### src/rtl/clk_mon_pkg.sv
// Shared channel state encoding and default timing constants for the divided-clock ratio monitor.
package clk_mon_pkg;

  typedef enum logic [1:0] {
    ST_IDLE    = 2'd0,
    ST_MEASURE = 2'd1,
    ST_LOCKED  = 2'd2,
    ST_FAULT   = 2'd3
  } chan_state_e;

  localparam int W_HALF_DEF     = 1;
  localparam int R_HALF_DEF     = 3;
  localparam int LOCK_COUNT_DEF = 4;
  localparam int CNT_W_DEF      = 8;

  // A run this long without an edge means the monitored clock is stuck.
  function automatic int timeout_len(input int exp_half);
    return 2 * exp_half + 1;
  endfunction

endpackage

### src/rtl/clk_ratio_chan.sv
// One monitored clock: two-flop edge sampler, saturating run counter, lock/fault FSM
// and the most recent measured half-period.
module clk_ratio_chan
  import clk_mon_pkg::*;
#(
  parameter int EXP        = W_HALF_DEF,
  parameter int LOCK_COUNT = LOCK_COUNT_DEF,
  parameter int CNT_W      = CNT_W_DEF
) (
  input  logic             clk,
  input  logic             rst_n,
  input  logic             mon_in,
  input  logic             clr_err,
  output logic             locked,
  output logic             fault,
  output logic [CNT_W-1:0] last_run
);

  localparam logic [CNT_W-1:0] EXP_V     = CNT_W'(EXP);
  localparam logic [CNT_W-1:0] TIMEOUT_V = CNT_W'(timeout_len(EXP));
  localparam logic [CNT_W-1:0] LOCK_V    = CNT_W'(LOCK_COUNT);
  localparam logic [CNT_W-1:0] CNT_MAX   = {CNT_W{1'b1}};

  logic             s_q;
  logic             p_q;
  logic             tog;
  logic [CNT_W-1:0] run_cnt;
  logic [CNT_W-1:0] good_cnt;
  logic [CNT_W-1:0] good_next;
  logic             timeout;
  logic             bad_run;
  logic             err;
  chan_state_e      state;
  chan_state_e      state_next;

  // The monitored clock is plain data here; the first flop doubles as synchroniser.
  // NOTE: every flop uses non-blocking assignment so s_q/p_q read their old values
  // within the same edge, giving a true two-stage pipeline.
  always_ff @(posedge clk or negedge rst_n) begin
    if (!rst_n) begin
      s_q <= 1'b0;
      p_q <= 1'b0;
    end else begin
      s_q <= mon_in;
      p_q <= s_q;
    end
  end

  assign tog = s_q ^ p_q;

  always_ff @(posedge clk or negedge rst_n) begin
    if (!rst_n) begin
      run_cnt <= '0;
    end else if (tog) begin
      run_cnt <= CNT_W'(1);
    end else if (run_cnt != CNT_MAX) begin
      run_cnt <= run_cnt + CNT_W'(1);
    end
  end

  // Equality (not >=) makes the timeout a single-cycle event per stuck run.
  assign timeout = !tog && (run_cnt == TIMEOUT_V);
  assign bad_run = tog && (run_cnt != EXP_V);
  assign err     = bad_run || timeout;

  // NOTE: both next-state values get defaults before the case so no path
  // leaves them unassigned and no latch is inferred.
  always_comb begin
    state_next = state;
    good_next  = good_cnt;
    unique case (state)
      ST_IDLE: begin
        if (tog) begin
          state_next = ST_MEASURE;
          good_next  = '0;
        end
      end
      ST_MEASURE: begin
        if (err) begin
          good_next = '0;
        end else if (tog) begin
          good_next = good_cnt + CNT_W'(1);
          if (good_next == LOCK_V) begin
            state_next = ST_LOCKED;
          end
        end
      end
      ST_LOCKED: begin
        if (err) begin
          state_next = ST_FAULT;
        end
      end
      ST_FAULT: begin
        // A fresh fault in the clearing cycle keeps the channel in FAULT.
        if (clr_err && !err) begin
          state_next = ST_IDLE;
        end
      end
      default: begin
        state_next = ST_IDLE;
        good_next  = '0;
      end
    endcase
  end

  always_ff @(posedge clk or negedge rst_n) begin
    if (!rst_n) begin
      state    <= ST_IDLE;
      good_cnt <= '0;
      locked   <= 1'b0;
      fault    <= 1'b0;
    end else begin
      state    <= state_next;
      good_cnt <= good_next;
      locked   <= (state_next == ST_LOCKED);
      fault    <= (state_next == ST_FAULT);
    end
  end

  // The run ending at the first edge after IDLE started at an arbitrary point.
  always_ff @(posedge clk or negedge rst_n) begin
    if (!rst_n) begin
      last_run <= '0;
    end else if (tog && (state != ST_IDLE)) begin
      last_run <= run_cnt;
    end
  end

endmodule

### src/rtl/clk_ratio_monitor.sv
// Checks the divided FIFO write (/2) and read (/6) clocks against clk and reports
// per-channel lock and sticky fault status plus a combined lock flag.
module clk_ratio_monitor
  import clk_mon_pkg::*;
#(
  parameter int W_HALF     = W_HALF_DEF,
  parameter int R_HALF     = R_HALF_DEF,
  parameter int LOCK_COUNT = LOCK_COUNT_DEF,
  parameter int CNT_W      = CNT_W_DEF
) (
  input  logic             clk,
  input  logic             rst_n,
  input  logic             wclk_in,
  input  logic             rclk_in,
  input  logic             clr_err,
  output logic             w_locked,
  output logic             r_locked,
  output logic             all_locked,
  output logic             w_fault,
  output logic             r_fault,
  output logic [CNT_W-1:0] w_last_run,
  output logic [CNT_W-1:0] r_last_run
);

  clk_ratio_chan #(
    .EXP        (W_HALF),
    .LOCK_COUNT (LOCK_COUNT),
    .CNT_W      (CNT_W)
  ) u_wchan (
    .clk      (clk),
    .rst_n    (rst_n),
    .mon_in   (wclk_in),
    .clr_err  (clr_err),
    .locked   (w_locked),
    .fault    (w_fault),
    .last_run (w_last_run)
  );

  clk_ratio_chan #(
    .EXP        (R_HALF),
    .LOCK_COUNT (LOCK_COUNT),
    .CNT_W      (CNT_W)
  ) u_rchan (
    .clk      (clk),
    .rst_n    (rst_n),
    .mon_in   (rclk_in),
    .clr_err  (clr_err),
    .locked   (r_locked),
    .fault    (r_fault),
    .last_run (r_last_run)
  );

  // Registered so downstream enables see a clean flop output one cycle after both lock.
  always_ff @(posedge clk or negedge rst_n) begin
    if (!rst_n) begin
      all_locked <= 1'b0;
    end else begin
      all_locked <= w_locked & r_locked;
    end
  end

endmodule

### config.mk
export PLATFORM = sky130hd
export DESIGN_NAME = clk_ratio_monitor
export DESIGN_NICKNAME = d
export VERILOG_FILES = /design/src/rtl/clk_mon_pkg.sv /design/src/rtl/clk_ratio_chan.sv /design/src/rtl/clk_ratio_monitor.sv
export SDC_FILE = /design/constraint.sdc
export NUM_CORES = 1
export LEC_CHECK = 0
export CAP_MARGIN = 30
export CORE_MARGIN = 2
export CORE_UTILIZATION = 57
export DETAILED_ROUTE_END_ITERATION = 8
export PLACE_DENSITY_LB_ADDON = 0.08
export SLEW_MARGIN = 20
export SYNTH_ARGS = -nofsm -noshare
export SYNTH_HDL_FRONTEND = slang
export SYNTH_HIERARCHICAL = 1
export SYNTH_SLANG_ARGS = --single-unit
### constraint.sdc
create_clock -name clk -period 2.2 [get_ports clk]
set_input_delay 0.33 -clock clk [delete_from_list [all_inputs] [get_ports clk]]
set_output_delay 0.33 -clock clk [all_outputs]
set_load 0.05 [all_outputs]
==> results of run 1 <==
-- through the flow --
step	total power, mW	setup slack (ps)	instance area, µm²
finish	3.10	147	3630
global route	3.25	8.51	3630
CTS	3.11	52.8	3590
detailed placement	2.06	16.5	3370
global placement	2.04	78.5	3370
floorplan	1.84	228	3000
-- sequential cells by signal (all words and copies together), names as in the netlist, 2 cells and up --
register / count
u_wchan/state: 2
u_rchan/good_cnt: 8
u_wchan/run_cnt: 8
u_wchan/good_cnt: 8
u_rchan/last_run: 8
u_rchan/state: 2
u_rchan/run_cnt: 8
u_wchan/last_run: 8
-- cell usage in the layout (no fill, tap or decap), types with 3 or more instances in the layout --
master / n
xnor2_1: 5
nor2b_1: 6
nand2b_1: 3
o31ai_1: 5
ha_1: 5
nor2_1: 21
nand3_1: 15
inv_1: 4
and3_1: 13
dfrtp_1: 61
buf_4: 13
mux2_2: 17
nor3_1: 4
nand4_1: 3
nand2_1: 11
and3_2: 3
a211oi_1: 4
a221o_1: 4
clkbuf_8: 11
a21oi_1: 11
clkdlybuf4s50_1: 24
xor2_1: 4
o21ai_0: 13
a31oi_1: 14
-- kinds of logic (layout without fill, tap and decap cells) --
group	after synthesis	in the layout	share of synthesized area, %
xor+xnor	9	9	2.63
simple gates	101	101	19.6
flops	61	61	50.9
mux	18	18	6.72
fa+ha+maj	5	5	2.09
compound gates	69	69	15.7
buf+inv	15	59	2.25
-- metal layers --
metal  up-vias  GRT usage [%]  part of all wire, %
met5         -              0                    0
met4         0           12.0                  2.3
met3        11           3.20                  3.2
met2        43           36.4                   49
met1      1148           28.4                   45
li1       1121              -                    -
-- final cells by class --
cell class / count / area (µm²)
Sequential cell: 61 / 1530
Clock inverter: 5 / 58.8
Clock buffer: 11 / 151
Inverter: 4 / 15.0
Multi-Input combinational cell: 202 / 1440
Timing Repair Buffer: 39 / 353
Tap cell: 70 / 87.6
Fill cell: 382 / 1450
-- power groups by stage --
stage	registers [mW]	clock network (mW)	logic, mW
after floorplan	1.47	0	0.376
after global placement	1.35	0	0.694
after detailed placement	1.35	0	0.708
after CTS	1.33	1.05	0.718
after global routing	1.36	1.09	0.800
final	1.34	1.03	0.733
-- worst max-delay path: cells and delay by family, from the launching register on --
| family | cells | cell delay, ps |
|---|---|---|
| simple gates | 4 | 1300 |
| flops | 1 | 400 |
| fa+ha+maj | 1 | 210 |
| compound gates | 1 | 70 |
-- synthesized netlist by cell type, types with 2 or more instances --
cell type	count
a211oi_1	4
a21oi_1	11
a221o_1	4
a2bb2oi_1	2
a311o_1	2
a31o_2	2
a31oi_1	15
and2_1	2
and3_1	13
and3_2	3
buf_2	2
clkbuf_1	7
dfrtp_1	61
ha_1	5
inv_1	4
mux2_2	17
nand2_1	11
nand2b_1	3
nand3_1	15
nand4_1	3
nor2_1	21
nor2b_1	6
nor3_1	4
nor4_1	2
o21a_1	2
o21ai_0	13
o31ai_1	5
or2_0	2
or2_2	2
or3_1	2
or4_1	2
xnor2_1	5
xor2_1	4
-- final timing paths --
kind                                           startpoint                               to  slack [ps]  cells after the start
max                        u_rchan/run_cnt[0]$_DFFE_PN0P_  u_rchan/good_cnt[7]$_DFFE_PN0P_         150                      6
min                                               wclk_in            u_wchan/s_q$_DFF_PN0_         440                      1
max reg2reg                u_rchan/run_cnt[0]$_DFFE_PN0P_  u_rchan/good_cnt[7]$_DFFE_PN0P_         150                      6
min reg2reg                         u_rchan/s_q$_DFF_PN0_            u_rchan/p_q$_DFF_PN0_         440                      0
max in group asynchronous                           rst_n       u_wchan/state[1]$_DFF_PN0_        1070                      3
min in group asynchronous                           rst_n  u_wchan/last_run[7]$_DFFE_PN0P_         460                      2
-- timing repair --
| action | in CTS | in global routing |
|---|---|---|
| endpoints found under the hold margin | 19 | 0 |
| buffers inserted | 0 | 1 |
| hold buffers | 1 | 0 |
| resized for setup | 1 | 5 |
| pin swaps | 0 | 1 |
| setup endpoints to repair | 1 | 6 |
| cloned | 0 | 0 |
==> metrics.md, run 1 <==
| Metric | Value |
|---|---|
| Clock Latency Late Sink | 340 ps |
| Detailed Routing Iterations Pass 1 | 4 |
| RePlAce Congestion | 0.851 |
| Final hold vios | 0 |
| Setup TNS | 0 ps |
| DRC | 0 |
| Layout cell share with drive strength beyond 1 | 20.2% |
| Fmax | 0.487 GHz |
| Fin crit share | 93.3% |
| Worst vdd ir | 745 µV |
| Synth unique cells | 55 |
| Psw | 0.987 mW |
| Layout Utilization | 71.5% |
| Power share of the sequential group | 43.1% |
| WHS | 436 ps |
| CTS Buffer Depth | 2 |
| Root buffer selected by CTS | clkbuf_8 |
| Worst Path Max Fanout | 4 |
| Die area | 5850 µm² |
| Final setup violation count | 0 |
| MaxCap Viol Count | 0 |
| Buffers on Ports | 25 |
| Mapped Avg Cell Area | 10.8 µm² |
| Worst Path Required | 2480 ps |
| Per-cell routed wire length | 15.0 µm |
| Total grt overflow | 0 |
| Async set or reset register ratio after synthesis | 100% |
| Syn Inst Count | 278 |
| Pwr dens | 854 nW/µm² |
| Number of enable flip-flop cells after synthesis | 0 |
| Synth area leader | dfrtp_1 |
| Worst path slowest cell | or4b_4 |
| Worst EP arrival | 2330 ps |
| CP Class | reg2reg |
| Netlist Area Pre-Place | 3000 µm² |
| Reg clk slew, reported paths | 70 ps |
| Sw Share | 31.8% |
| Hpwl dp | 4060 µm |
| Yosys top cell area share | 50.9% |
| Die Wd | 76.5 µm |
| CTS tree | done |
| Finished Layout Cells | 392 |
| Initial Util | 59.0% |
| Unrepaired setup endpoints after global routing | no |
| Rel. slew slack | 44.7% |
| TritonCTS Buffers | 9 |
| Initial antenna violation count | 0 |
| Setup Skew | 6.70 ps |
| P_int | 2.11 mW |
| CTS Sinks | 61 |
| Total inserted antenna cells | 0 |
| Vias per Instance | 5.93 |
| Die height | 76.5 µm |
| Critical Path Start Type | flip-flop |
| Comb pwr share | 23.6% |
| Max Slew Vio Count | 0 |
| Worst Tran Pin Value | 823 ps |
| Wirelength, routed | 5900 µm |
| Antenna-violating nets left | 0 |
| Nets | 327 |
| Worst path cell trace | ha_1 > or4b_4 > nor3_2 > nand3_1 > or3_1 > o21ai_1 |
| Register bit total from synthesis | 61 |
| Clock network power share | 33.2% |
| Iteration-0 DRC Markers | 108 |
| Ys flop type | dfrtp_1 |
| Core area | 5070 µm² |
| Area growth syn-to-layout | 21.0% |
| Seq/Total Area, Yosys | 50.9% |
| Placed cell count | 374 |
| Status | completed |
| Post-Syn Nets | 288 |
| DR vias | 2323 |
| Static leakage | 1.63 nW |
| Rows | 26 |
| Top post-synthesis cells by area | dfrtp_1 (51%), mux2_2 (6.4%), a31oi_1 (3.1%) |
| First-pass GRT wire length | 10300 µm |
| Min-delay worst type | in2reg |
| Crit-path max cell delay | 520 ps |
| IO Count | 26 |
| CP endpoint kind | flip-flop |
| Vias in the first global route | 2262 |
| Post-route minimum period | 2050 ps |
| Synth Warn # | 6 |
| H-tree levels | 3 |
| Largest net degree at the start of global routing | 25 |
| GRT Total Usage | 22.1% |
Note: power is estimated with default switching activity, not from simulation.
==> run 2: changes to the inputs <==
Settings changed: SKIP_LAST_GASP set to 1, SYNTH_HIERARCHICAL 1 to unset.
==> run 2 against run 1 <==
Effect of this change: clock skew down 1.8 ps; sequential share of layout area grew 1.4 points; utilization increased by 1.4 points; largest cell class unchanged; largest power group unchanged.
==> metrics.md, run 2 <==
| Metric | Value |
|---|---|
| Total inserted antenna cells | 0 |
| Worst r2r src | u_rchan.run_cnt[1]$_DFFE_PN0P_ |
| Dominant delay contributor by cell family on the critical path | simple AND/OR/NAND/NOR gates |
| CP Class | reg2reg |
| Finished Layout Cells | 387 |
| R2r endpoint | u_rchan.state[1]$_DFF_PN0_ |
| Pwr dens | 830 nW/µm² |
| P_int | 1.98 mW |
| Core area | 4820 µm² |
| Die height | 75.1 µm |
| Rows | 25 |
| Worst Path Max Fanout | 6 |
| Static leakage | 1.58 nW |
| Async set or reset register ratio after synthesis | 100% |
| Critical Path Start Type | flip-flop |
| Hold Buf Count CTS | 0 |
| GRT Total Usage | 21.9% |
| Per-cell routed wire length | 14.8 µm |
| Synth Warn # | 0 |
| DRC | 0 |
| Die Wd | 75.1 µm |
| Rel. slew slack | 58.3% |
| CP bufs+invs | 0 |
| Commonest cells post-synth | dfrtp_1 (61), nand2_1 (29), nor2_1 (22), o21ai_0 (21), mux2_2 (17) |
| CTS Buffer Depth | 2 |
| Synth area leader | dfrtp_1 |
| Fmax | 0.461 GHz |
| IO Count | 26 |
| Layout cell share with drive strength beyond 1 | 17.8% |
| R2R cell count | 6 |
| Largest net degree at the start of global routing | 36 |
| Worst path slowest cell | or4b_4 |
| Final setup violation count | 0 |
| Min-delay worst type | in2async |
| DR vias | 2220 |
| MaxCap Viol Count | 0 |
| Psw | 0.932 mW |
| Worst path cell trace | ha_4 > or4b_4 > nor3_4 > mux2_4 > o21ai_0 > nand2_1 |
| CP endpoint kind | flip-flop |
| Mapped Avg Cell Area | 10.7 µm² |
| Vias in the first global route | 2018 |
| Post-Syn Nets | 280 |
| Yosys top cell area share | 52.9% |
| Clock network power share | 29.6% |
| Layout Utilization | 72.9% |
| RePlAce Congestion | 0.879 |
| Root buffer selected by CTS | clkbuf_8 |
| Nets | 327 |
| Clock Latency Late Sink | 330 ps |
| Most common cell in the netlist | dfrtp_1 |
| Status | completed |
| Ys flop type | dfrtp_1 |
| Hpwl dp | 3660 µm |
| Post-route minimum period | 2170 ps |
| CTS Sinks | 61 |
| Antenna-violating nets left | 0 |
| Sw Share | 32.0% |
| Most frequent cells in the layout | dfrtp_1 (61), nand2_1 (29), clkdlybuf4s50_1 (24), nor2_1 (22), o21ai_0 (21) |
| Worst vdd ir | 587 µV |
| Worst Tran Pin Value | 626 ps |
| Worst EP arrival | 2380 ps |
| Setup Skew | 4.91 ps |
| Register bit total from synthesis | 61 |
| H-tree levels | 3 |
| Vias per Instance | 5.74 |
| Commonest non-fill, non-tap cell in the layout | dfrtp_1 |
| Final hold vios | 0 |
| First-pass GRT wire length | 9240 µm |
| Worst Path Required | 2410 ps |
| Wirelength, routed | 5730 µm |
| Crit-path max cell delay | 470 ps |
| Fin crit share | 98.6% |
| TritonCTS Buffers | 9 |
| Netlist Area Pre-Place | 2890 µm² |
| Top post-synthesis cells by area | dfrtp_1 (53%), mux2_2 (6.6%), nand2_1 (3.8%) |
| Iteration-0 DRC Markers | 154 |
| Total grt overflow | 0 |
| Die area | 5650 µm² |
| Initial Util | 59.9% |
| Buffers on Ports | 25 |
| Syn Inst Count | 270 |
| Initial antenna violation count | 0 |
| Area growth syn-to-layout | 21.7% |
| Power share of the sequential group | 46.0% |
| Detailed Routing Iterations Pass 1 | 4 |
| CTS tree | done |
| Number of enable flip-flop cells after synthesis | 0 |
| Worst reg-to-reg setup slack | 30 ps |
| Synth unique cells | 51 |
| Comb pwr share | 24.4% |
| Reg clk slew, reported paths | 60 ps |
| Seq/Total Area, Yosys | 52.9% |
| Placed cell count | 367 |
| Max Slew Vio Count | 0 |
==> run 2: metal layers <==
layer | track usage [%] | part of all wire (%)
met5 | 0 | 0
met4 | 11.5 | 2.2
met3 | 4.69 | 4.0
met2 | 31.6 | 45
met1 | 31.1 | 49
==> run 2: worst max-delay path by stage <==
| stage | startpoint | endpoint | slack, ps | cells past startpoint |
|---|---|---|---|---|
| 2_1_floorplan | u_rchan.run_cnt[0]$_DFFE_PN0P_ | u_rchan.state[0]$_DFF_PN0_ | 200 | 6 |
| 3_3_place_gp | u_rchan.run_cnt[0]$_DFFE_PN0P_ | u_rchan.state[0]$_DFF_PN0_ | 100 | 6 |
| 3_5_place_dp | u_rchan.run_cnt[0]$_DFFE_PN0P_ | u_rchan.state[0]$_DFF_PN0_ | 30 | 6 |
| 4_1_cts | u_rchan.run_cnt[1]$_DFFE_PN0P_ | u_rchan.state[0]$_DFF_PN0_ | 30 | 6 |
| 5_1_grt | u_rchan.run_cnt[0]$_DFFE_PN0P_ | u_rchan.state[1]$_DFF_PN0_ | -20 | 6 |
| 6_report | u_rchan.run_cnt[1]$_DFFE_PN0P_ | u_rchan.state[1]$_DFF_PN0_ | 30 | 6 |
==> run 2: per-stage QoR <==
step	setup TNS (ps)	setup slack (ps)	area, µm²	total power, mW	hold WS (ps)
CTS	0	28.4	3440	2.88	23.9
global route	-92.1	-24.5	3510	3.05	57.4
global placement	0	101	3270	1.99	378
finish	0	31.8	3510	2.91	8.10
floorplan	0	203	2890	1.77	34.4
detailed placement	0	28.9	3270	2.01	382
==> run 2: logic make-up (layout without fill, tap and decap cells) <==
family,after synthesis,after routing,synth area share [%]
and+or+nand+nor,105,105,19.3
AOI/OAI and AO/OA,54,54,11.8
buffers and inverters,11,61,1.60
DFF,61,61,52.9
adders and majority gates,5,5,2.17
xor gates and xnor gates,14,14,4.51
muxes,20,20,7.68
==> run 2: power groups by stage <==
stage	Sequential [mW]	Combinational (mW)	Clock, mW
finish	1.34	0.711	0.864
global route	1.35	0.772	0.923
CTS	1.34	0.662	0.879
detailed placement	1.35	0.657	0
global placement	1.35	0.646	0
floorplan	1.47	0.298	0
==> run 2: repair_timing <==
item / 4_1_cts / 5_1_grt
resized for setup: 0 / 5
setup buffers: 0 / 6
setup endpoints to repair: 0 / 9
==> run 2: worst register-to-register path, stage by stage (launching register included) <==
cell and delay, ps:
dfrtp_1 410, ha_4 170, or4b_4 470, nor3_4 340, mux2_4 360, o21ai_0 200, nand2_1 100
==> run 2: layout make-up <==
cell class / count / area, µm²
timing repair buffer: 40 / 370
sequential: 61 / 1530
clock buffer: 12 / 155
tap: 67 / 83.8
clock inverter: 2 / 10.0
inverter: 7 / 26.3
fill: 371 / 1310
multi-input combinational: 198 / 1340
==> run 3: changes to the inputs <==
Settings changed: CAP_MARGIN 30 to unset, HOLD_SLACK_MARGIN set to 0.02.
==> results of run 3 <==
No change in the layout: final DEF, timing and power equal those of run 2.
